--- src/rtl/bus_splitter.sv ---
// Single-initiator to three-target bus demultiplexer with address-window decode and local fault completion.
// Optional ACTIVE-state timeout abort is compiled in with `define BUS_SPLITTER_TIMEOUT_EN.
module bus_splitter #(
    parameter logic [31:0] T0_BASE        = 32'h0000_0000,
    parameter logic [31:0] T0_MASK        = 32'hF000_0000,
    parameter logic [31:0] T1_BASE        = 32'h5000_0000,
    parameter logic [31:0] T1_MASK        = 32'hF000_0000,
    parameter logic [31:0] T2_BASE        = 32'h8000_0000,
    parameter logic [31:0] T2_MASK        = 32'hF000_0000,
    parameter logic [31:0] UNMAPPED_RDATA = 32'h0000_0000,
    parameter int          TIMEOUT_CYCLES = 1024
) (
    input  logic        i_clock,
    input  logic        i_reset,
    input  logic        i_bus_rw,
    input  logic        i_bus_request,
    output logic        o_bus_ready,
    input  logic [31:0] i_bus_address,
    output logic [31:0] o_bus_rdata,
    input  logic [31:0] i_bus_wdata,
    input  logic [3:0]  i_bus_wmask,
    output logic        o_t0_rw,
    output logic        o_t0_request,
    output logic [31:0] o_t0_address,
    output logic [31:0] o_t0_wdata,
    output logic [3:0]  o_t0_wmask,
    input  logic        i_t0_ready,
    input  logic [31:0] i_t0_rdata,
    output logic        o_t1_rw,
    output logic        o_t1_request,
    output logic [31:0] o_t1_address,
    output logic [31:0] o_t1_wdata,
    output logic [3:0]  o_t1_wmask,
    input  logic        i_t1_ready,
    input  logic [31:0] i_t1_rdata,
    output logic        o_t2_rw,
    output logic        o_t2_request,
    output logic [31:0] o_t2_address,
    output logic [31:0] o_t2_wdata,
    output logic [3:0]  o_t2_wmask,
    input  logic        i_t2_ready,
    input  logic [31:0] i_t2_rdata,
    output logic        o_fault,
    output logic [31:0] o_fault_address
);

    typedef enum logic [1:0] {IDLE, ACTIVE, UNMAPPED} state_t;

    localparam logic [31:0] BASES [3] = '{T0_BASE, T1_BASE, T2_BASE};
    localparam logic [31:0] MASKS [3] = '{T0_MASK, T1_MASK, T2_MASK};

    state_t      state_reg, state_next;
    logic [1:0]  sel_reg, sel_next;
    logic [31:0] fault_address_reg, fault_address_next;

    logic [2:0]  hit;
    logic [2:0]  t_sel;
    logic [2:0]  t_ready;
    logic [31:0] t_rdata [3];
    logic [2:0]  t_req_vec;
    logic [2:0]  t_rw_vec;
    logic [31:0] t_addr_vec  [3];
    logic [31:0] t_wdata_vec [3];
    logic [3:0]  t_wmask_vec [3];
    logic [1:0]  dec_sel;
    logic        dec_hit;
    logic        sel_ready;
    logic [31:0] sel_rdata;
    logic        timeout_hit;

    assign t_ready    = {i_t2_ready, i_t1_ready, i_t0_ready};
    assign t_rdata[0] = i_t0_rdata;
    assign t_rdata[1] = i_t1_rdata;
    assign t_rdata[2] = i_t2_rdata;

    genvar gi;
    generate
        for (gi = 0; gi < 3; gi++) begin : g_target
            assign hit[gi]         = (i_bus_address & MASKS[gi]) == BASES[gi];
            assign t_sel[gi]       = (state_reg == ACTIVE) && (sel_reg == 2'(gi));
            // Request drops the same cycle the initiator withdraws or the timeout fires.
            assign t_req_vec[gi]   = t_sel[gi] & i_bus_request & ~timeout_hit;
            assign t_rw_vec[gi]    = t_sel[gi] & i_bus_rw;
            assign t_addr_vec[gi]  = t_sel[gi] ? i_bus_address : 32'h0;
            assign t_wdata_vec[gi] = t_sel[gi] ? i_bus_wdata   : 32'h0;
            assign t_wmask_vec[gi] = t_sel[gi] ? i_bus_wmask   : 4'h0;
        end
    endgenerate

    assign dec_hit = |hit;
    assign dec_sel = hit[0] ? 2'd0 : (hit[1] ? 2'd1 : 2'd2);

    always_comb begin
        sel_ready = 1'b0;
        sel_rdata = 32'h0;
        case (sel_reg)
            2'd0:    begin sel_ready = t_ready[0]; sel_rdata = t_rdata[0]; end
            2'd1:    begin sel_ready = t_ready[1]; sel_rdata = t_rdata[1]; end
            2'd2:    begin sel_ready = t_ready[2]; sel_rdata = t_rdata[2]; end
            default: begin sel_ready = 1'b0;       sel_rdata = 32'h0;      end
        endcase
    end

`ifdef BUS_SPLITTER_TIMEOUT_EN
    logic [15:0] tmo_cnt_reg;

    always_ff @(posedge i_clock) begin
        if (i_reset || state_reg != ACTIVE) begin
            tmo_cnt_reg <= 16'h0;
        end else if (!sel_ready) begin
            tmo_cnt_reg <= tmo_cnt_reg + 16'h1;
        end
    end

    // A target ready in the expiry cycle wins over the abort.
    assign timeout_hit = (state_reg == ACTIVE) && i_bus_request && !sel_ready &&
                         (tmo_cnt_reg == 16'(TIMEOUT_CYCLES - 1));
`else
    assign timeout_hit = 1'b0 & (TIMEOUT_CYCLES != 0);
`endif

    always_ff @(posedge i_clock) begin
        if (i_reset) begin
            state_reg         <= IDLE;
            sel_reg           <= 2'd0;
            fault_address_reg <= 32'h0;
        end else begin
            state_reg         <= state_next;
            sel_reg           <= sel_next;
            fault_address_reg <= fault_address_next;
        end
    end

    always_comb begin
        state_next         = state_reg;
        sel_next           = sel_reg;
        fault_address_next = fault_address_reg;
        o_bus_ready        = 1'b0;
        o_bus_rdata        = 32'h0;
        o_fault            = 1'b0;
        case (state_reg)
            IDLE: begin
                if (i_bus_request) begin
                    sel_next = dec_sel;
                    if (dec_hit) begin
                        state_next = ACTIVE;
                    end else begin
                        state_next         = UNMAPPED;
                        fault_address_next = i_bus_address;
                    end
                end
            end
            ACTIVE: begin
                o_bus_ready = (sel_ready & i_bus_request) | timeout_hit;
                o_bus_rdata = timeout_hit ? UNMAPPED_RDATA : sel_rdata;
                o_fault     = timeout_hit;
                if (timeout_hit) begin
                    fault_address_next = i_bus_address;
                end
                if (!i_bus_request || sel_ready || timeout_hit) begin
                    state_next = IDLE;
                end
            end
            UNMAPPED: begin
                o_bus_ready = 1'b1;
                o_bus_rdata = UNMAPPED_RDATA;
                o_fault     = 1'b1;
                state_next  = IDLE;
            end
            default: state_next = IDLE;
        endcase
    end

    assign o_fault_address = fault_address_reg;

    assign o_t0_request = t_req_vec[0];
    assign o_t0_rw      = t_rw_vec[0];
    assign o_t0_address = t_addr_vec[0];
    assign o_t0_wdata   = t_wdata_vec[0];
    assign o_t0_wmask   = t_wmask_vec[0];
    assign o_t1_request = t_req_vec[1];
    assign o_t1_rw      = t_rw_vec[1];
    assign o_t1_address = t_addr_vec[1];
    assign o_t1_wdata   = t_wdata_vec[1];
    assign o_t1_wmask   = t_wmask_vec[1];
    assign o_t2_request = t_req_vec[2];
    assign o_t2_rw      = t_rw_vec[2];
    assign o_t2_address = t_addr_vec[2];
    assign o_t2_wdata   = t_wdata_vec[2];
    assign o_t2_wmask   = t_wmask_vec[2];

endmodule
--- config.mk ---
export PLATFORM = sky130hd
export DESIGN_NAME = bus_splitter
export DESIGN_NICKNAME = d
export VERILOG_FILES = /design/src/rtl/bus_splitter.sv
export SDC_FILE = /design/constraint.sdc
export NUM_CORES = 1
export LEC_CHECK = 0
export BUFFER_PORTS_ARGS = -buffer_cell sky130_fd_sc_hd__buf_4
export CORE_AREA = 4 4 173 175
export DETAILED_ROUTE_END_ITERATION = 10
export DIE_AREA = 0 0 177 179
export MAX_ROUTING_LAYER = met4
export SLEW_MARGIN = 15
export SYNTH_ARGS = -nofsm -noshare
export SYNTH_HDL_FRONTEND = slang
export SYNTH_SLANG_ARGS = --single-unit
export TNS_END_PERCENT = 50
--- constraint.sdc ---
create_clock -name i_clock -period 2.1 [get_ports i_clock]
set_input_delay 0.21 -clock i_clock [delete_from_list [all_inputs] [get_ports i_clock]]
set_output_delay 0.21 -clock i_clock [all_outputs]
set_load 0.03 [all_outputs]
==> results.md, run 1 <==
- Status: finished, final reports clean
- Min cycle time layout: 2030 ps
- I/O Buffers: 446
- HPWL after DPL: 17.7 mm
- Vias in the first global route: 5083
- Die height: 179 um
- Syn avg cell area: 6.75 um2
- Die Width: 177 um
- DRT antenna net count: 0
- Setup Slack @ Placement: 132 ps
- Tcrit/Tclk final: 96.6%
- Drt wl/cell: 16.2 um
- Hold WC Path Type: input pin to flop
- Area growth syn-to-layout: 112%
- WL met1: 8.45 mm
- Die ar.: 0.0317 mm2
- NumNets Final: 1152
- Sequential area share after synthesis: 19.4%
- Fmax: 493 MHz
- Clock latency on the worst-skew pair: 290 ps
- Critical path type: flop to primary output
- Critical path's slowest cell: dfxtp_1
- Cts bufs inserted: 5
- Crit-path max FO: 11
- Required @ worst endpoint: 1890 ps
- Number of fill cells: 3105
- Final Max Slew Viols: 0
- Met3 routed WL: 1.83 mm
- Post-synth net total: 724
- CTS Hold Buffers Added: 0
- Synth top area share: 40.5%
- Drt pass-1 iters: 4
- DR DRC count: 0
- Clock sinks: 36
- Clock Tree Buf Depth: 2
- Worst setup SP type: flop
- Worst-margin pin slew: 602 ps
- Initial Util: 13.0%
- GPL Wtd Cong: 0.788
- Worst Clk Skew: 6.37 ps
- Initial antenna violation count: 1
- Pwr per Cell Area: 350 mW/mm2
- CTS tree: built
- Leakage: 0.00399 uW
- Fin. Hold Viols: 0
- Cell Area, Synth: 0.00371 mm2
- Total track usage: 12.5%
- Clock transition at path regs: 70 ps
- Gr ovfl total: 0
- Synth unique cells: 31
- YS warnings: 0
- Slew headroom: 59.6%
- Post-Synthesis Cells: 550
- Met2 WL: 11.3 mm
- Largest net degree at the start of global routing: 49
- Peak supply drop: 0.243 mV
- Unrepaired setup endpoints after global routing: false
- Max cap viols: 0
- Vias per cell: 3.84
- Critical Path End Type: primary output
- CP Cell Sequence: ha_4 > nor3b_4 > buf_12 > buf_6 > and2_1 > buf_4
- Max FFs per register: 32
- Ports: 447
- H-Tree Depth: 2
- Vias: 5235
- CP bufs+invs: 3
- Global-route wire length before repair: 29.8 mm
- Dominant cells by area after synthesis: and2_1 40%, dfxtp_1 19%, nand2_1 9.4%
- Setup WS post-layout: 71.0 ps
- Crit path arrival time: 1820 ps
- Final TNS setup: 0 ps
- Root buf cell: clkbuf_16
- Share of layout cells above drive strength 1: 50.2%
- FP Rows: 62
- DRC violation total after the first TritonRoute iteration: 134
- Yosys reg bits: 36
- Slowest stage delay, CP: 380 ps
- Routed Wire Length: 22.1 mm
- CP top delay family: simple AND/OR/NAND/NOR gates
- Cell accounting for the most synthesized area: and2_1
- Max layer used: met4
- Setup violators final: 0
- Area of the core: 0.0285 mm2
==> per-layer routing <==
metal,GRT usage [%],up-vias
li1,-,2601
met1,13.3,2328
met2,23.1,286
met3,2.66,20
met4,4.16,0
met5,-,-
==> final cells by class <==
type                    count  area, um2  area share, %
diodes                      1       2.50         0.0318
clock buffers               5        125           1.59
multi-input cells         463       2800           35.6
well taps                 384        480           6.11
clock inverters             3       46.3          0.589
flip-flops and latches     36        726           9.24
repair buffers            470       3670           46.7
inverters                   2       7.51         0.0955
==> stage by stage <==
step / instance area (um2) / utilization [%] / power, uW / hold slack (ps) / instances
6_report: 7860 / 27.6 / 2750 / 186 / 1364
5_1_grt: 7860 / 27.6 / 2920 / 184 / 1364
4_1_cts: 7690 / 27.0 / 2780 / 171 / 1355
3_5_place_dp: 7490 / 26.3 / 1840 / 448 / 1347
3_3_place_gp: 7490 / 26.3 / 1830 / 443 / 1347
2_1_floorplan: 3710 / - / 1270 / 346 / 550
==> synth_stat cells <==
cell type    n
or3_1        1
buf_4        3
o21ai_0     33
a22oi_2      1
a31oi_1      2
nor2_1       6
o2111ai_1    1
nand2b_1     1
nor3_1       3
buf_2        7
buf_6        3
inv_1        2
mux2i_1     33
and4bb_4     1
a22oi_1      2
dfxtp_1     36
a2bb2oi_1    1
and3b_1      2
nor3_2       1
nor3b_2      1
clkbuf_1    35
a21oi_1     30
ha_1         3
and2_1     240
o211ai_1     1
nand3b_1     1
nor2b_1      2
nand2_1     93
a21o_1       2
buf_1        1
nor3b_1      2
==> power breakdown <==
part,leakage [uW],switching (uW),internal [uW]
combinational,0.00361,578,506
sequential,0.000296,34.6,732
clock,0.0000804,334,565
total,0.00399,947,1800
==> worst register-to-register path, cell delays in order (launching register included) <==
cell and delay [ps]:
dfxtp_1 340, inv_1 110, ha_1 200, nand2_1 140, or3_1 410, buf_4 200, a22oi_1 190, nor2_1 50
==> cells by family after synthesis <==
group / after synthesis / synth area share (%)
and+or+nand+nor: 354 / 53.7
AOI/OAI and AO/OA: 73 / 10.7
buffers and inverters: 51 / 6.31
DFF: 36 / 19.4
muxes: 33 / 8.90
adders and majority gates: 3 / 1.01
==> placed cells by master, fill, tap and decap left out, drive strengths merged <==
master    netlist  layout
nor2b           2       2
inv             2       3
a21oi          30      30
buf            14     468
a22oi           3       3
o2111ai         1       1
and3b           2       2
clkinvlp        0       1
a31oi           2       2
and2          240     240
a2bb2oi         1       1
o211ai          1       1
clkbuf         35       7
nor3b           3       3
and4bb          1       1
diode           0       1
nor3            4       4
nand2b          1       1
nor2            6       6
a21o            2       2
mux2i          33      33
dfxtp          36      36
bufinv          0       1
nand3b          1       1
nand2          93      93
or3             1       1
o21ai          33      33
ha              3       3
==> timing repair <==
| item | in CTS | in global routing |
|---|---|---|
| pin swaps | 0 | 0 |
| gates resized for setup | 9 | 10 |
| gates cloned | 0 | 4 |
| setup buffers | 0 | 4 |
| setup endpoints to repair | 62 | 171 |
==> worst paths after layout <==
| check | end | slack [ps] | cells past startpoint | from |
|---|---|---|---|---|
| setup reg to reg | o_fault_address[28]$_SDFFE_PP0P_ | 320 | 7 | state_reg[0]$_SDFFE_PP0P_ |
| setup / recovery | o_t0_wmask[1] | 70 | 6 | state_reg[0]$_SDFFE_PP0P_ |
| hold reg to reg | o_fault_address[26]$_SDFFE_PP0P_ | 460 | 2 | o_fault_address[26]$_SDFFE_PP0P_ |
| hold / removal | o_fault_address[7]$_SDFFE_PP0P_ | 190 | 3 | i_bus_address[7] |
(Power assumes the default switching activity.)
==> run 2: changes to the inputs <==
--- a/config.mk
+++ b/config.mk
@@ -10,6 +10,7 @@
 export DETAILED_ROUTE_END_ITERATION = 10
 export DIE_AREA = 0 0 177 179
 export MAX_ROUTING_LAYER = met4
+export REMOVE_ABC_BUFFERS = 1
 export SLEW_MARGIN = 15
 export SYNTH_ARGS = -nofsm -noshare
 export SYNTH_HDL_FRONTEND = slang
==> run 2 against run 1 <==
  * Non-clock buffer count is 3 lower
  * Worst hold slack got worse by 4.9 ps
  * Setup slack better by 40 ps
  * Register-to-register slack got worse by 110 ps
  * Clock power down 2.6%
  * Count of clock-buffer cells in the layout is 1 higher
  * Fmax grew 2.0%
  * Largest power group unchanged
  * Core utilization decreased by 0.11 points
  * Die area stayed put
  * Via count is 1.0% lower
  * Critical path depth increased by 1
==> results.md, run 2 (same netlist as run 1, synthesis figures left out) <==
- Status: finished, final reports clean (unchanged)
- Slowest stage delay, CP: 310 ps (was 380 ps)
- Die height: 179 um (unchanged)
- DR DRC count: 0 (unchanged)
- Peak supply drop: 0.234 mV (was 0.243 mV)
- Hold WC Path Type: input pin to flop (unchanged)
- Total track usage: 12.2% (was 12.5%)
- Fmax: 503 MHz (was 493 MHz)
- Final core utilization: 27.5% (was 27.6%)
- Global-route wire length before repair: 29.3 mm (was 29.8 mm)
- Hold_sp: i_bus_address[3] (was i_bus_address[7])
- DRC violation total after the first TritonRoute iteration: 143 (was 134)
- Slew headroom: 69.3% (was 59.6%)
- Commonest non-fill, non-tap cell in the layout: buf_4 (unchanged)
- Tcrit/Tclk final: 94.7% (was 96.6%)
- Max FFs per register: 32 (unchanged)
- Vias per cell: 3.81 (was 3.84)
- Area growth syn-to-layout: 111% (was 112%)
- Setup Slack @ Placement: 266 ps (was 132 ps)
- Setup violators final: 0 (unchanged)
- Cts bufs inserted: 5 (unchanged)
- Crit path arrival time: 1780 ps (was 1820 ps)
- Drt pass-1 iters: 4 (unchanged)
- Vias: 5181 (was 5235)
- Routed Wire Length: 21.7 mm (was 22.1 mm)
- Area of the core: 0.0285 mm2 (unchanged)
- Die Width: 177 um (unchanged)
- Critical path's slowest cell: dfxtp_1 (unchanged)
- Crit-path max FO: 16 (was 11)
- Unrepaired setup endpoints after global routing: false (unchanged)
- Die ar.: 0.0317 mm2 (unchanged)
- CTS tree: built (unchanged)
- R2R setup slack: 210 ps (was 320 ps)
- Critical Path End Type: primary output (unchanged)
- Most frequent cells in the layout: 455 x buf_4, 240 x and2_1, 93 x nand2_1 (was 458 x buf_4, 239 x and2_1, 93 x nand2_1)
- Max cap viols: 0 (unchanged)
- Critical Path Start: state_reg[1]$_SDFFE_PP0P_ (was state_reg[0]$_SDFFE_PP0P_)
- Final Max Slew Viols: 0 (unchanged)
- HPWL after DPL: 16.6 mm (was 17.7 mm)
- Worst setup SP type: flop (unchanged)
- Worst-margin pin slew: 460 ps (was 602 ps)
- Clock transition at path regs: 60 ps (was 70 ps)
- DRT antenna net count: 0 (unchanged)
- I/O Buffers: 446 (unchanged)
- Worst Clk Skew: 8.97 ps (was 6.37 ps)
- NumNets Final: 1149 (was 1152)
- Setup WS post-layout: 111 ps (was 71.0 ps)
- Leakage: 0.00398 uW (was 0.00399 uW)
- Drt wl/cell: 16.0 um (was 16.2 um)
- CTS Hold Buffers Added: 0 (unchanged)
- Reg-to-reg startpoint: state_reg[1]$_SDFFE_PP0P_ (was state_reg[0]$_SDFFE_PP0P_)
- Root buf cell: clkbuf_16 (unchanged)
- FP Rows: 62 (unchanged)
- Share of layout cells above drive strength 1: 49.7% (was 50.2%)
- Initial Util: 13.0% (unchanged)
- Min cycle time layout: 1990 ps (was 2030 ps)
- GPL Wtd Cong: 0.887 (was 0.788)
- H-Tree Depth: 2 (unchanged)
- Ports: 447 (unchanged)
- Vias in the first global route: 4996 (was 5083)
- Clock latency on the worst-skew pair: 290 ps (about the same)
- Clock sinks: 36 (unchanged)
- Largest net degree at the start of global routing: 65 (was 49)
- Clock Tree Buf Depth: 2 (unchanged)
- Fin. Hold Viols: 0 (unchanged)
- Gr ovfl total: 0 (unchanged)
- CP Cell Sequence: inv_1 > ha_4 > nor3b_4 > buf_12 > buf_6 > and2_1 > buf_4 (was ha_4 > nor3b_4 > buf_12 > buf_6 > and2_1 > buf_4)
- Critical path type: flop to primary output (unchanged)
- Pwr per Cell Area: 346 mW/mm2 (was 350 mW/mm2)
- Initial antenna violation count: 1 (unchanged)
- Required @ worst endpoint: 1890 ps (about the same)
==> run 2: through the flow <==
| step | cells | hold slack, ps | total power (uW) | TNS [ps] | cell area (um2) |
|---|---|---|---|---|---|
| floorplan | 501 | 279 | 1230 | -202420 | 3480 |
| global placement | 1346 | 442 | 1820 | 0 | 7520 |
| detailed placement | 1346 | 449 | 1830 | 0 | 7520 |
| CTS | 1355 | 160 | 2760 | 0 | 7690 |
| global route | 1360 | 169 | 2890 | 0 | 7830 |
| finish | 1361 | 181 | 2710 | 0 | 7830 |
==> run 2: area by class of cell <==
cell class,instances,area (um2)
antenna,1,2.50
clock buffer,6,129
clock inverter,2,35.0
fill,3098,20600
inverter,2,7.51
multi-input combinational,463,2790
sequential,36,726
tap,384,480
timing repair buffer,467,3660
==> run 2: timing repair <==
item	in CTS	in global routing
gates resized for setup	0	6
cloned	0	4
buffers inserted	1	1
endpoints found under the setup margin	64	78
hold endpoints to repair	0	0
==> run 2: metal layers <==
layer,up-vias,track usage (%),wire [um]
met3,13,2.91,1910
met5,-,-,0
met4,0,1.93,166
met2,263,22.4,11200
met1,2310,13.6,8470
li1,2595,-,-
==> run 2: worst paths after layout <==
path,endpoint,cells past startpoint
worst max-delay path,o_t0_address[4],7
worst min-delay path,o_fault_address[3]$_SDFFE_PP0P_,3
worst max register to register,o_fault_address[31]$_SDFFE_PP0P_,7
worst min register to register,o_fault_address[9]$_SDFFE_PP0P_,2
==> run 2: where the power goes <==
part	switching [uW]	total (uW)	internal (uW)	leakage, uW
sequential	38.4	770	732	0.000296
combinational	563	1060	499	0.00360
clock	316	876	559	0.0000808
==> run 2: worst max-delay path, delay by kind of cell, from the launching register on <==
kind,cells,cell delay (ps)
adder cells (fa/ha/maj),1,170
buffers and inverters,4,630
flip-flops,1,310
AND/OR/NAND/NOR,2,360
==> run 3: changes to the inputs <==
--- a/config.mk
+++ b/config.mk
@@ -10,6 +10,7 @@
 export DETAILED_ROUTE_END_ITERATION = 10
 export DIE_AREA = 0 0 177 179
 export MAX_ROUTING_LAYER = met4
+export RECOVER_POWER = 25
 export REMOVE_ABC_BUFFERS = 1
 export SLEW_MARGIN = 15
 export SYNTH_ARGS = -nofsm -noshare
==> run 3 against run 2 <==
  * Die area unchanged
  * Non-clock buffer count is the same
  * Routed wire length is essentially flat
  * Highest routed layer unchanged
==> results.md, run 3 (same netlist as run 1, synthesis figures left out) <==
- Clock transition at path regs: 60 ps (about the same)
- DRC violation total after the first TritonRoute iteration: 145 (was 143)
- Hold path cells: 3 (unchanged)
- Max FFs per register: 32 (unchanged)
- Vias in the first global route: 4996 (unchanged)
- I/O Buffers: 446 (unchanged)
- Setup violators final: 0 (unchanged)
- Crit path arrival time: 1780 ps (about the same)
- FP Rows: 62 (unchanged)
- Fmax: 503 MHz (about the same)
- DP Area: 0.00752 mm2 (unchanged)
- DRT antenna net count: 0 (unchanged)
- Max cap viols: 0 (unchanged)
- WHS Endpoint: o_fault_address[19]$_SDFFE_PP0P_ (was o_fault_address[3]$_SDFFE_PP0P_)
- Routed Wire Length: 21.7 mm (about the same)
- Status: finished, final reports clean (unchanged)
- Initial antenna violation count: 1 (unchanged)
- HPWL after DPL: 16.6 mm (unchanged)
- H-Tree Depth: 2 (unchanged)
- CTS tree: built (unchanged)
- Area of the core: 0.0285 mm2 (unchanged)
- Hold WC Path Type: input pin to flop (unchanged)
- Fin. Hold Viols: 0 (unchanged)
- Peak supply drop: 0.235 mV (was 0.234 mV)
- Root buf cell: clkbuf_16 (unchanged)
- Final Max Slew Viols: 0 (unchanged)
- Vias per cell: 3.81 (about the same)
- Drt wl/cell: 16.0 um (about the same)
- Largest net degree at the start of global routing: 65 (unchanged)
- Total track usage: 12.2% (unchanged)
- NumNets Final: 1149 (unchanged)
- Worst Clk Skew: 8.39 ps (was 8.97 ps)
- Drt pass-1 iters: 4 (unchanged)
- Slew headroom: 65.3% (was 69.3%)
- Pwr per Cell Area: 348 mW/mm2 (was 346 mW/mm2)
- Initial Util: 13.0% (unchanged)
- Reg-to-reg startpoint: state_reg[1]$_SDFFE_PP0P_ (unchanged)
- Leakage: 0.00383 uW (was 0.00398 uW)
- Unrepaired setup endpoints after global routing: false (unchanged)
- Number of cells on the worst reg-to-reg path: 7 (unchanged)
- Most frequent cells in the layout: 413 x buf_4, 240 x and2_1, 93 x nand2_1 (was 455 x buf_4, 240 x and2_1, 93 x nand2_1)
- Total Power: 2670 uW (was 2710 uW)
- Clock Tree Buf Depth: 2 (unchanged)
- R2R setup slack: 210 ps (about the same)
- CTS Hold Buffers Added: 0 (unchanged)
- Final instance area: 0.00768 mm2 (was 0.00783 mm2)
- Hold slack final: 181 ps (about the same)
- Required @ worst endpoint: 1890 ps (about the same)
- Commonest non-fill, non-tap cell in the layout: buf_4 (unchanged)
- Clock latency on the worst-skew pair: 290 ps (about the same)
- Clock sinks: 36 (unchanged)
- Vias: 5180 (was 5181)
- Worst-margin pin slew: 522 ps (was 460 ps)
- Die Width: 177 um (unchanged)
- Min cycle time layout: 1990 ps (about the same)
- DR DRC count: 0 (unchanged)
- Hold_sp: i_bus_address[19] (was i_bus_address[3])
- Cts bufs inserted: 5 (unchanged)
- GPL Wtd Cong: 0.887 (unchanged)
- Critical Path End Type: primary output (unchanged)
- Tcrit/Tclk final: 94.7% (about the same)
- Area growth syn-to-layout: 107% (was 111%)
- Share of layout cells above drive strength 1: 46.2% (was 49.7%)
- Critical path type: flop to primary output (unchanged)
- Gr ovfl total: 0 (unchanged)
- Die ar.: 0.0317 mm2 (unchanged)
- Global-route wire length before repair: 29.3 mm (unchanged)
- Die height: 179 um (unchanged)
- Worst setup SP type: flop (unchanged)
- Worst flop-to-flop path endpoint: o_fault_address[31]$_SDFFE_PP0P_ (unchanged)
- Crit-path max FO: 16 (unchanged)
- Ports: 447 (unchanged)
==> run 3: critical path, stage by stage, from the launching register on <==
cell	delay, ps
dfxtp_1	310
inv_1	130
ha_4	170
nor3b_4	210
buf_12	160
buf_6	190
and2_1	150
buf_4	150
==> run 3: per-stage QoR <==
stage | util [%] | instances | worst slack, ps | setup TNS, ps
detailed placement | 26.4 | 1346 | 266 | 0
CTS | 27.0 | 1355 | 35.4 | 0
floorplan | - | 501 | -983 | -202420
global placement | 26.4 | 1346 | 315 | 0
global route | 27.0 | 1360 | 5.30 | 0
finish | 27.0 | 1361 | 112 | 0
==> run 3: worst max path at each step <==
| stage | slack [ps] | cells past startpoint | startpoint | end |
|---|---|---|---|---|
| global route | 5 | 7 | state_reg[1]$_SDFFE_PP0P_ | o_t0_address[2] |
| detailed placement | 270 | 7 | state_reg[0]$_SDFFE_PP0P_ | o_fault_address[31]$_SDFFE_PP0P_ |
| CTS | 40 | 6 | sel_reg[1]$_SDFFE_PP0P_ | o_bus_rdata[29] |
| floorplan | -980 | 2 | sel_reg[1]$_SDFFE_PP0P_ | o_t2_address[0] |
| finish | 110 | 7 | state_reg[1]$_SDFFE_PP0P_ | o_t0_address[4] |
| global placement | 320 | 7 | state_reg[0]$_SDFFE_PP0P_ | o_fault_address[31]$_SDFFE_PP0P_ |
==> run 3: final cells by class <==
cell class / instances / area (um2)
Fill cell: 3136 / 20800
Timing Repair Buffer: 467 / 3510
Multi-Input combinational cell: 463 / 2790
Sequential cell: 36 / 726
Tap cell: 384 / 480
Clock buffer: 6 / 129
Clock inverter: 2 / 35.0
Inverter: 2 / 7.51
Antenna cell: 1 / 2.50
==> run 3: timing repair <==
action,in CTS,in global routing
cloned,0,4
setup endpoints to repair,64,78
setup buffers,1,1
pin swaps,0,0
gates resized for setup,0,6
==> run 3: layer usage <==
| layer | global-route usage (%) | vias up | part of all wire (%) |
|---|---|---|---|
| met5 | - | - | 0 |
| met4 | 1.93 | 0 | 0.79 |
| met3 | 2.91 | 13 | 8.8 |
| met2 | 22.4 | 261 | 51 |
| met1 | 13.6 | 2312 | 39 |
| li1 | - | 2594 | - |
==> run 3: where the power goes <==
part	switching [uW]	total, uW	internal [uW]
combinational	562	1020	462
clock	316	876	559
sequential	37.4	769	732
